`config.mk`:
```
export PLATFORM = sky130hd
export DESIGN_NAME = multiport_register_file
export DESIGN_NICKNAME = d
export VERILOG_FILES = /design/src/rtl/multiport_register_file_pkg.sv /design/src/rtl/multiport_register_file_read_port.sv /design/src/rtl/multiport_register_file.sv
export SDC_FILE = /design/constraint.sdc
export NUM_CORES = 1
export LEC_CHECK = 0
export BUFFER_PORTS_ARGS = -buffer_cell sky130_fd_sc_hd__buf_2
export CAP_MARGIN = 0
export CORE_ASPECT_RATIO = 1.2
export CORE_MARGIN = 2
export CORE_UTILIZATION = 27
export CTS_BUF_LIST = sky130_fd_sc_hd__clkbuf_8 sky130_fd_sc_hd__clkbuf_16
export DETAILED_ROUTE_END_ITERATION = 8
export GPL_TIMING_DRIVEN = 0
export PLACE_DENSITY = 0.38
export SLEW_MARGIN = 40
export SYNTH_ARGS = -nofsm -noshare
export SYNTH_HDL_FRONTEND = slang
export SYNTH_SLANG_ARGS = --single-unit
```
`constraint.sdc`:
```
create_clock -name clock -period 3.1 [get_ports clock]
set_input_delay 0.155 -clock clock [delete_from_list [all_inputs] [get_ports clock]]
set_output_delay 0.155 -clock clock [all_outputs]
set_load 0.02 [all_outputs]
```
`src/rtl/multiport_register_file_pkg.sv`:
```
// Shared constants and types for the multiport register file.
package multiport_register_file_pkg;
  localparam int RF_XLEN     = 32;
  localparam int RF_NUM_REGS = 32;
  localparam int REG_ZERO    = 0;

  typedef logic [RF_XLEN-1:0] rv_reg_t;

  typedef struct packed {
    logic    en;
    logic [4:0] addr;
    rv_reg_t value;
  } reg_write_control_t;

  typedef enum logic {CLEARING = 1'b0, READY = 1'b1} rf_state_e;
endpackage

```
`src/rtl/multiport_register_file_read_port.sv`:
```
// One registered read port: captures an address, bypasses same-cycle writes,
// and keeps a stalled operand coherent with writes to its held address.
module regfile_read_port #(
  parameter int XLEN = 32,
  parameter int AW   = 5
) (
  input  logic            clock,
  input  logic            reset,
  input  logic            clearing,
  input  logic            rd_enable,
  input  logic [AW-1:0]   rd_addr,
  input  logic [XLEN-1:0] mem_rdata,
  input  logic            wr_eff,
  input  logic [AW-1:0]   wr_addr,
  input  logic [XLEN-1:0] wr_value,
  output logic [XLEN-1:0] rd_val
);
  logic [AW-1:0]   held_addr_d, held_addr_q;
  logic [XLEN-1:0] rd_val_d, rd_val_q;

  // wr_eff already excludes dropped writes, so an address match implies a live register.
  always_comb begin
    held_addr_d = held_addr_q;
    rd_val_d    = rd_val_q;
    if (clearing) begin
      rd_val_d = '0;
    end else if (rd_enable) begin
      held_addr_d = rd_addr;
      rd_val_d    = (wr_eff && wr_addr == rd_addr) ? wr_value : mem_rdata;
    end else if (wr_eff && wr_addr == held_addr_q) begin
      rd_val_d = wr_value;
    end
  end

  always_ff @(posedge clock) begin
    if (reset) begin
      held_addr_q <= '0;
      rd_val_q    <= '0;
    end else begin
      held_addr_q <= held_addr_d;
      rd_val_q    <= rd_val_d;
    end
  end

  assign rd_val = rd_val_q;
endmodule

```
`src/rtl/multiport_register_file.sv`:
```
// Register file with N registered read ports, one write port, write-first bypass
// and a hardware clear sequence that gates `ready` after reset.
module multiport_register_file
  import multiport_register_file_pkg::*;
#(
  parameter int XLEN           = RF_XLEN,
  parameter int NUM_REGS       = RF_NUM_REGS,
  parameter int NUM_READ_PORTS = 2,
  parameter int ZERO_REG       = 1,
  localparam int AW            = (NUM_REGS > 1) ? $clog2(NUM_REGS) : 1
) (
  input  logic                                 clock,
  input  logic                                 reset,
  input  logic [NUM_READ_PORTS-1:0][AW-1:0]    rd_addr,
  input  logic [NUM_READ_PORTS-1:0]            rd_enable,
  input  logic                                 wr_enable,
  input  logic [AW-1:0]                        wr_addr,
  input  logic [XLEN-1:0]                      wr_value,
  output logic [NUM_READ_PORTS-1:0][XLEN-1:0]  rd_val,
  output logic                                 ready
);
  localparam logic [AW:0]   NREGS_W  = (AW+1)'(NUM_REGS);
  localparam logic [AW-1:0] LAST_IDX = AW'(NUM_REGS - 1);

  rf_state_e       state_d, state_q;
  logic [AW-1:0]   clear_idx_d, clear_idx_q;
  logic            ready_d, ready_q;
  logic [XLEN-1:0] mem_q [NUM_REGS];

  logic            mem_we;
  logic [AW-1:0]   mem_waddr;
  logic [XLEN-1:0] mem_wdata;
  logic            wr_eff;
  logic            clearing;
  logic [NUM_READ_PORTS-1:0][XLEN-1:0] port_rdata;

  // Address is backed by storage and not the hard-wired zero register.
  function automatic logic addr_live(input logic [AW-1:0] a);
    return ({1'b0, a} < NREGS_W) && !(ZERO_REG != 0 && a == AW'(REG_ZERO));
  endfunction

  assign clearing = (state_q == CLEARING);
  assign wr_eff   = !clearing && wr_enable && addr_live(wr_addr);

  always_comb begin
    state_d     = state_q;
    clear_idx_d = clear_idx_q;
    ready_d     = ready_q;
    mem_we      = wr_eff;
    mem_waddr   = wr_addr;
    mem_wdata   = wr_value;
    if (clearing) begin
      mem_we      = 1'b1;
      mem_waddr   = clear_idx_q;
      mem_wdata   = '0;
      clear_idx_d = clear_idx_q + 1'b1;
      if (clear_idx_q == LAST_IDX) begin
        state_d = READY;
        ready_d = 1'b1;
      end
    end
  end

  always_ff @(posedge clock) begin
    if (reset) begin
      state_q     <= CLEARING;
      clear_idx_q <= '0;
      ready_q     <= 1'b0;
    end else begin
      state_q     <= state_d;
      clear_idx_q <= clear_idx_d;
      ready_q     <= ready_d;
    end
  end

  always_ff @(posedge clock) begin
    if (!reset && mem_we) mem_q[mem_waddr] <= mem_wdata;
  end

  for (genvar p = 0; p < NUM_READ_PORTS; p++) begin : g_port
    assign port_rdata[p] = addr_live(rd_addr[p]) ? mem_q[rd_addr[p]] : '0;

    regfile_read_port #(.XLEN(XLEN), .AW(AW)) u_port (
      .clock     (clock),
      .reset     (reset),
      .clearing  (clearing),
      .rd_enable (rd_enable[p]),
      .rd_addr   (rd_addr[p]),
      .mem_rdata (port_rdata[p]),
      .wr_eff    (wr_eff),
      .wr_addr   (wr_addr),
      .wr_value  (wr_value),
      .rd_val    (rd_val[p])
    );
  end

  assign ready = ready_q;
endmodule

```
Word level (Yosys, flattened, before mapping)
Memory sizes are Yosys's and may differ from the RTL's.
Cells that the tools add are included.
Word-level totals
  logic and storage cells: 48
  memories: 1
  output and inout bits: 65
  bits in registers: 81
  bits in latches: 0
  input port bits: 52
  memory bits (read-only): 0
  memory bits (writable): 1024
Operators by class
  divide/modulo/power cells: 0
  muxes and demuxes: 15
  multipliers: 0
  add/subtract/negate cells: 1
  order comparisons: 0
  reduce and logical (&&, ||, !) cells: 18
  bitwise logic cells: 1
  shift-type cells: 0
  eq/ne operators: 5
Memory list
  mem_q: words 32, width 32, read ports 2, clocked after Yosys merged registers in 0, write ports 1, line multiport_register_file.sv:28  | logic [XLEN-1:0] mem_q [NUM_REGS];
Operators with widths (count)
  two-way mux 32 bit: 9
  equality test 5 bit: 4
  logical NOT 5 bit: 3
  logical AND 1 bit: 7
  AND reduction 2 bit: 3
  adder 5 x 1 -> 5 bit (second input constant): 1
  equality test 5 bit (second input constant): 1
  two-way mux 1 bit: 5
  two-way mux 5 bit: 1
  nonzero test 2 bit: 2
  logical NOT 1 bit: 2
  OR reduction 2 bit: 1
  inverter 1 bit: 1

Longest topological paths before layout
  depth after elaboration: 7
  mapped depth: 9
  depth with buffers taken out: 5

Modules after synthesis
Synthesis repeated with hierarchy kept, for this count alone.
Second synthesis, totals
  cells, all modules: 2816
  area, all modules: 51559.4 um2
By module, submodules not included
  multiport_register_file: sequential area each 30889.6 um2, area an instance 47941.0 um2, cells each 2454, instances 1
  regfile_read_port: sequential area each 740.7 um2, area an instance 1809.2 um2, cells each 181, instances 2

Worst setup path after synthesis
No wires, ideal clock.
  kind: reg2reg
  from: register state_q
  to: memory mem_q[18][0] (enable)
  required time: 2.679 ns
  library setup time: 0.421 ns
  buffers on the path: 2
  arrival: 2.571 ns
  slack: 0.108 ns
  cell stages (with the launch flop): 6
  clock period less this slack: 2.992 ns
  path through: dfxtp_1 buf_2 clkbuf_1 mux2i_1 nand2_1 nor2_1
On the way
  word-level cells in the longest chain between the ends: 6
  elaborated cells on any way between the ends: 7
  classes of those cells: 4 x mux; 3 x reduce/logical
RTL lines
  start: declaration: line multiport_register_file.sv:25  | rf_state_e state_d, state_q;
  start signal: assignment: line multiport_register_file.sv:70  | state_q <= state_d;
  logical AND 1 bit (2 in series): line multiport_register_file.sv:43  | assign wr_eff = !clearing && wr_enable && addr_live(wr_addr);
  two-way mux 1 bit: line multiport_register_file.sv:52  | if (clearing) begin
  logical AND 1 bit: line multiport_register_file.sv:77  | if (!reset && mem_we) mem_q[mem_waddr] <= mem_wdata;
  two-way mux 1 bit: line multiport_register_file.sv:77
  two-way mux 1 bit (implied by the code): line multiport_register_file.sv:77
  end: declaration: line multiport_register_file.sv:28
Several ways; a longest one is shown, not always the timed one.

Final worst setup path
  from: register state_q
  to: memory mem_q[14][15] (enable)
The elaborated chain is that of the path after synthesis.

==> impl_metrics.csv <==
group,metric,value,unit
cts,clk_pin_slew_worst_paths,0.06,ns
synthesis,ys_warn_count,0,
min_path,hp-class,"primary input to register",
cts,clockBufferDepth,3,
drt,drc,0,
place,hpwlAfterDp,159000,µm
final_layout,nFillCells,17400,
synthesis,yosys_register_bits,1105,
synthesis,avgSynthCellArea,19.4,µm²
drt,via_per_inst,5.64,
sta,skew,0.0423,ns
floorplanning,die_h,475,µm
global_routing,antenna_found_initial,13,
global_routing,grt_pass1_vias,32400,
synthesis,synthFlopType,"edfxtp_1",
place,dpl_cell_area,56700,µm²
setup_path,setup.worst_path.start_class,"register",
synthesis,ys_seq_area_share,64.9,%
pwr,max-vdd-ir-drop,568,µV
synthesis,synth_edf_count,1024,
final_layout,area_growth,23.2,%
min_path,holdPathEnd,"g_port[1].u_port.rd_val[8]$_SDFFE_PP0P_",
floorplanning,start_util,27.2,%
synthesis,async_reset_ff_share,0,%
flow_run,cap_violations,0,
synthesis,synth_common_cells,"1024 x edfxtp_1, 506 x mux4_2, 116 x clkbuf_1, 96 x a22oi_1, 94 x o22ai_1",
min_path,whs_path_depth,3,
sta,max_freq,327,MHz
sta,setup_ws,0.0388,ns
place,io_buffers,104,
synthesis,yosysMostFrequentCell,"edfxtp_1",
global_routing,track_usage,22.8,%
sta,fin_crit,3.06,ns
synthesis,ys_top_cells_by_area,"edfxtp_1 62%, mux4_2 23%, dfxtp_1 3.2%",
place,gp_congestion,0.830,
cts,cts.sinks,1105,
setup_path,reg2reg_depth,8,
floorplanning,pin_count,117,
drt,wire_per_inst,39.0,µm
floorplanning,die_width,396,µm
sta,finalCritPeriodShare,98.7,%
global_routing,grt_pass1_wl,287000,µm
synthesis,ys_types,55,
outcome,status,"complete, no violations",
pwr,leakagePower,19.3,nW
global_routing,grt_max_degree,33,
final_layout,final_nets,3043,
setup_path,rr_startpoint,"state_q$_SDFF_PP0_",
cts,worstSkewPairLatency,0.81,ns
setup_path,required,3.58,ns
sta,relSlewSlack,36.5,%
drt,dr.pass1.iters,5,
setup_path,reg2reg_slack,0.04,ns
synthesis,synth.net_count,2624,
sta,hold_viol,0,
final_layout,layout-drive-gt1-share,39.1,%
synthesis,yosys.area.top_type_share,61.6,%
pwr,powerDensity,554,nW/µm²
drt,antenna_left,0,
floorplanning,core,183000,µm²
sta,final_max_slew_viol_count,0,
sta,finalSetupViolations,0,
synthesis,syn-cell-area,49900,µm²
cts,cts_root_buf,"clkbuf_16",
min_path,hp-start,"wr_value[8]",
final_layout,fin_area,61500,µm²
setup_path,path_class,"register to register",
synthesis,yosysTopAreaCell,"edfxtp_1",
place,preCtsSetupSlack,-0.706,ns
sta,hold_ws,0.173,ns
pwr,power.total,34.1,mW
setup_path,arrival,3.54,ns
drt,drt-total-wl,216000,µm
sta,tightest_slew,0.944,ns
floorplanning,rows,172,
setup_path,r2r_end,"mem_q[14][15]$_DFFE_PP_",
cts,cts_made_buffers,131,
setup_path,critPathMaxFanout,11,
floorplanning,die_area,188000,µm²
global_routing,grt_overflow,0,
cts,cts_tree,"yes",
synthesis,synthCells,2570,
drt,vias,31200,
setup_path,cp-end-kind,"register",
drt,drtIter0Drc,3289,
cts,htreeDepth,4,
cell usage in the layout (no fill, tap or decap), types with 27 or more instances in the layout:
cell type	netlist	layout
edfxtp_1	1024	1024
mux4_2	506	506
buf_2	70	198
clkbuf_16	0	133
a22oi_1	96	96
o22ai_1	94	94
clkbuf_2	0	82
dfxtp_1	81	81
mux2i_1	79	79
buf_16	0	72
o21ai_0	66	66
buf_8	0	41
inv_1	6	37
nand2_1	39	37
dlygate4sd3_1	0	35
clkbuf_1	116	34
clkinv_1	0	33
nor2_4	0	32
and2_2	0	31
o22a_1	31	31
o221ai_1	31	31
a221o_1	31	31
a32oi_1	31	31
buf_4	5	27
registers in the layout, summed over array words and instances, names as in the netlist:
signal / cells
g_port.u_port.rd_val: 64
mem_q: 1024
ready: 1
clear_idx_q: 5
state_q: 1
g_port.u_port.held_addr_q: 10
cell type report:
type	count	area, µm²	share of cell area [%]
antenna	5	12.5	0.0203
buffer	226	1120	1.82
clock buffer	135	3360	5.46
clock inverter	102	762	1.24
inverter	6	22.5	0.0366
multi-input combinational	1233	17000	27.6
sequential	1105	32400	52.6
tap	2436	3050	4.96
timing repair buffer	286	3840	6.25
report_power, final:
part           total, mW  internal, mW  switching [mW]
registers           16.2          16.1          0.0381
clock network       15.2          8.67            6.49
logic               2.70          1.02            1.68
metal layers:
metal  vias to the layer above  track usage [%]  share of wire, %
met3                       363             3.86               6.6
met5                         -                0                 0
met1                     17200             30.1                42
met2                      1535             37.7                48
li1                      12100                -                 -
met4                         0             8.32               3.7
how the worst max path moves through the flow:
stage	slack, ns	to	from
2_1_floorplan	0.11	mem_q[18][0]$_DFFE_PP_	state_q$_SDFF_PP0_
3_3_place_gp	-3.56	mem_q[0][13]$_DFFE_PP_	state_q$_SDFF_PP0_
3_5_place_dp	-0.71	g_port[0].u_port.rd_val[0]$_SDFFE_PP0P_	rd_addr[0]
4_1_cts	0.05	mem_q[2][10]$_DFFE_PP_	state_q$_SDFF_PP0_
5_1_grt	-0.02	mem_q[14][11]$_DFFE_PP_	state_q$_SDFF_PP0_
6_report	0.04	mem_q[14][15]$_DFFE_PP_	state_q$_SDFF_PP0_
timing repair:
| action | 4_1_cts | 5_1_grt |
|---|---|---|
| buffers inserted | 16 | 8 |
| hold buffers | 35 | 0 |
| gates resized for setup | 3 | 1 |
| endpoints found under the hold margin | 85 | 0 |
| setup endpoints to repair | 87 | 16 |
| pin swaps | 6 | 3 |
cells by family after synthesis:
| family | synth area share [%] |
|---|---|
| flip-flops | 64.9 |
| multiplexers | 24.5 |
| AO/OA/AOI/OAI | 6.03 |
| buffers and inverters | 2.02 |
| AND/OR/NAND/NOR | 2.14 |
| XOR/XNOR | 0.401 |
| adder cells (fa/ha/maj) | 0.0501 |
worst max-delay path, cell delays in order, from the launching register on:
cell,delay [ns]
dfxtp_1,0.30
buf_2,0.18
nor2b_1,0.09
a21oi_1,0.21
nor2b_1,0.30
nand2_1,0.54
nor2_4,0.69
buf_16,0.22
buf_16,0.16
stage by stage:
stage	utilization, %	instances	setup TNS, ns
finish	33.5	5534	0
global route	33.5	5530	-0.314
floorplan	-	2570	0
global placement	29.2	5110	-3377.83
detailed placement	30.9	5233	-27.03
CTS	33.5	5521	0
Power figures use the tool's default switching activity.
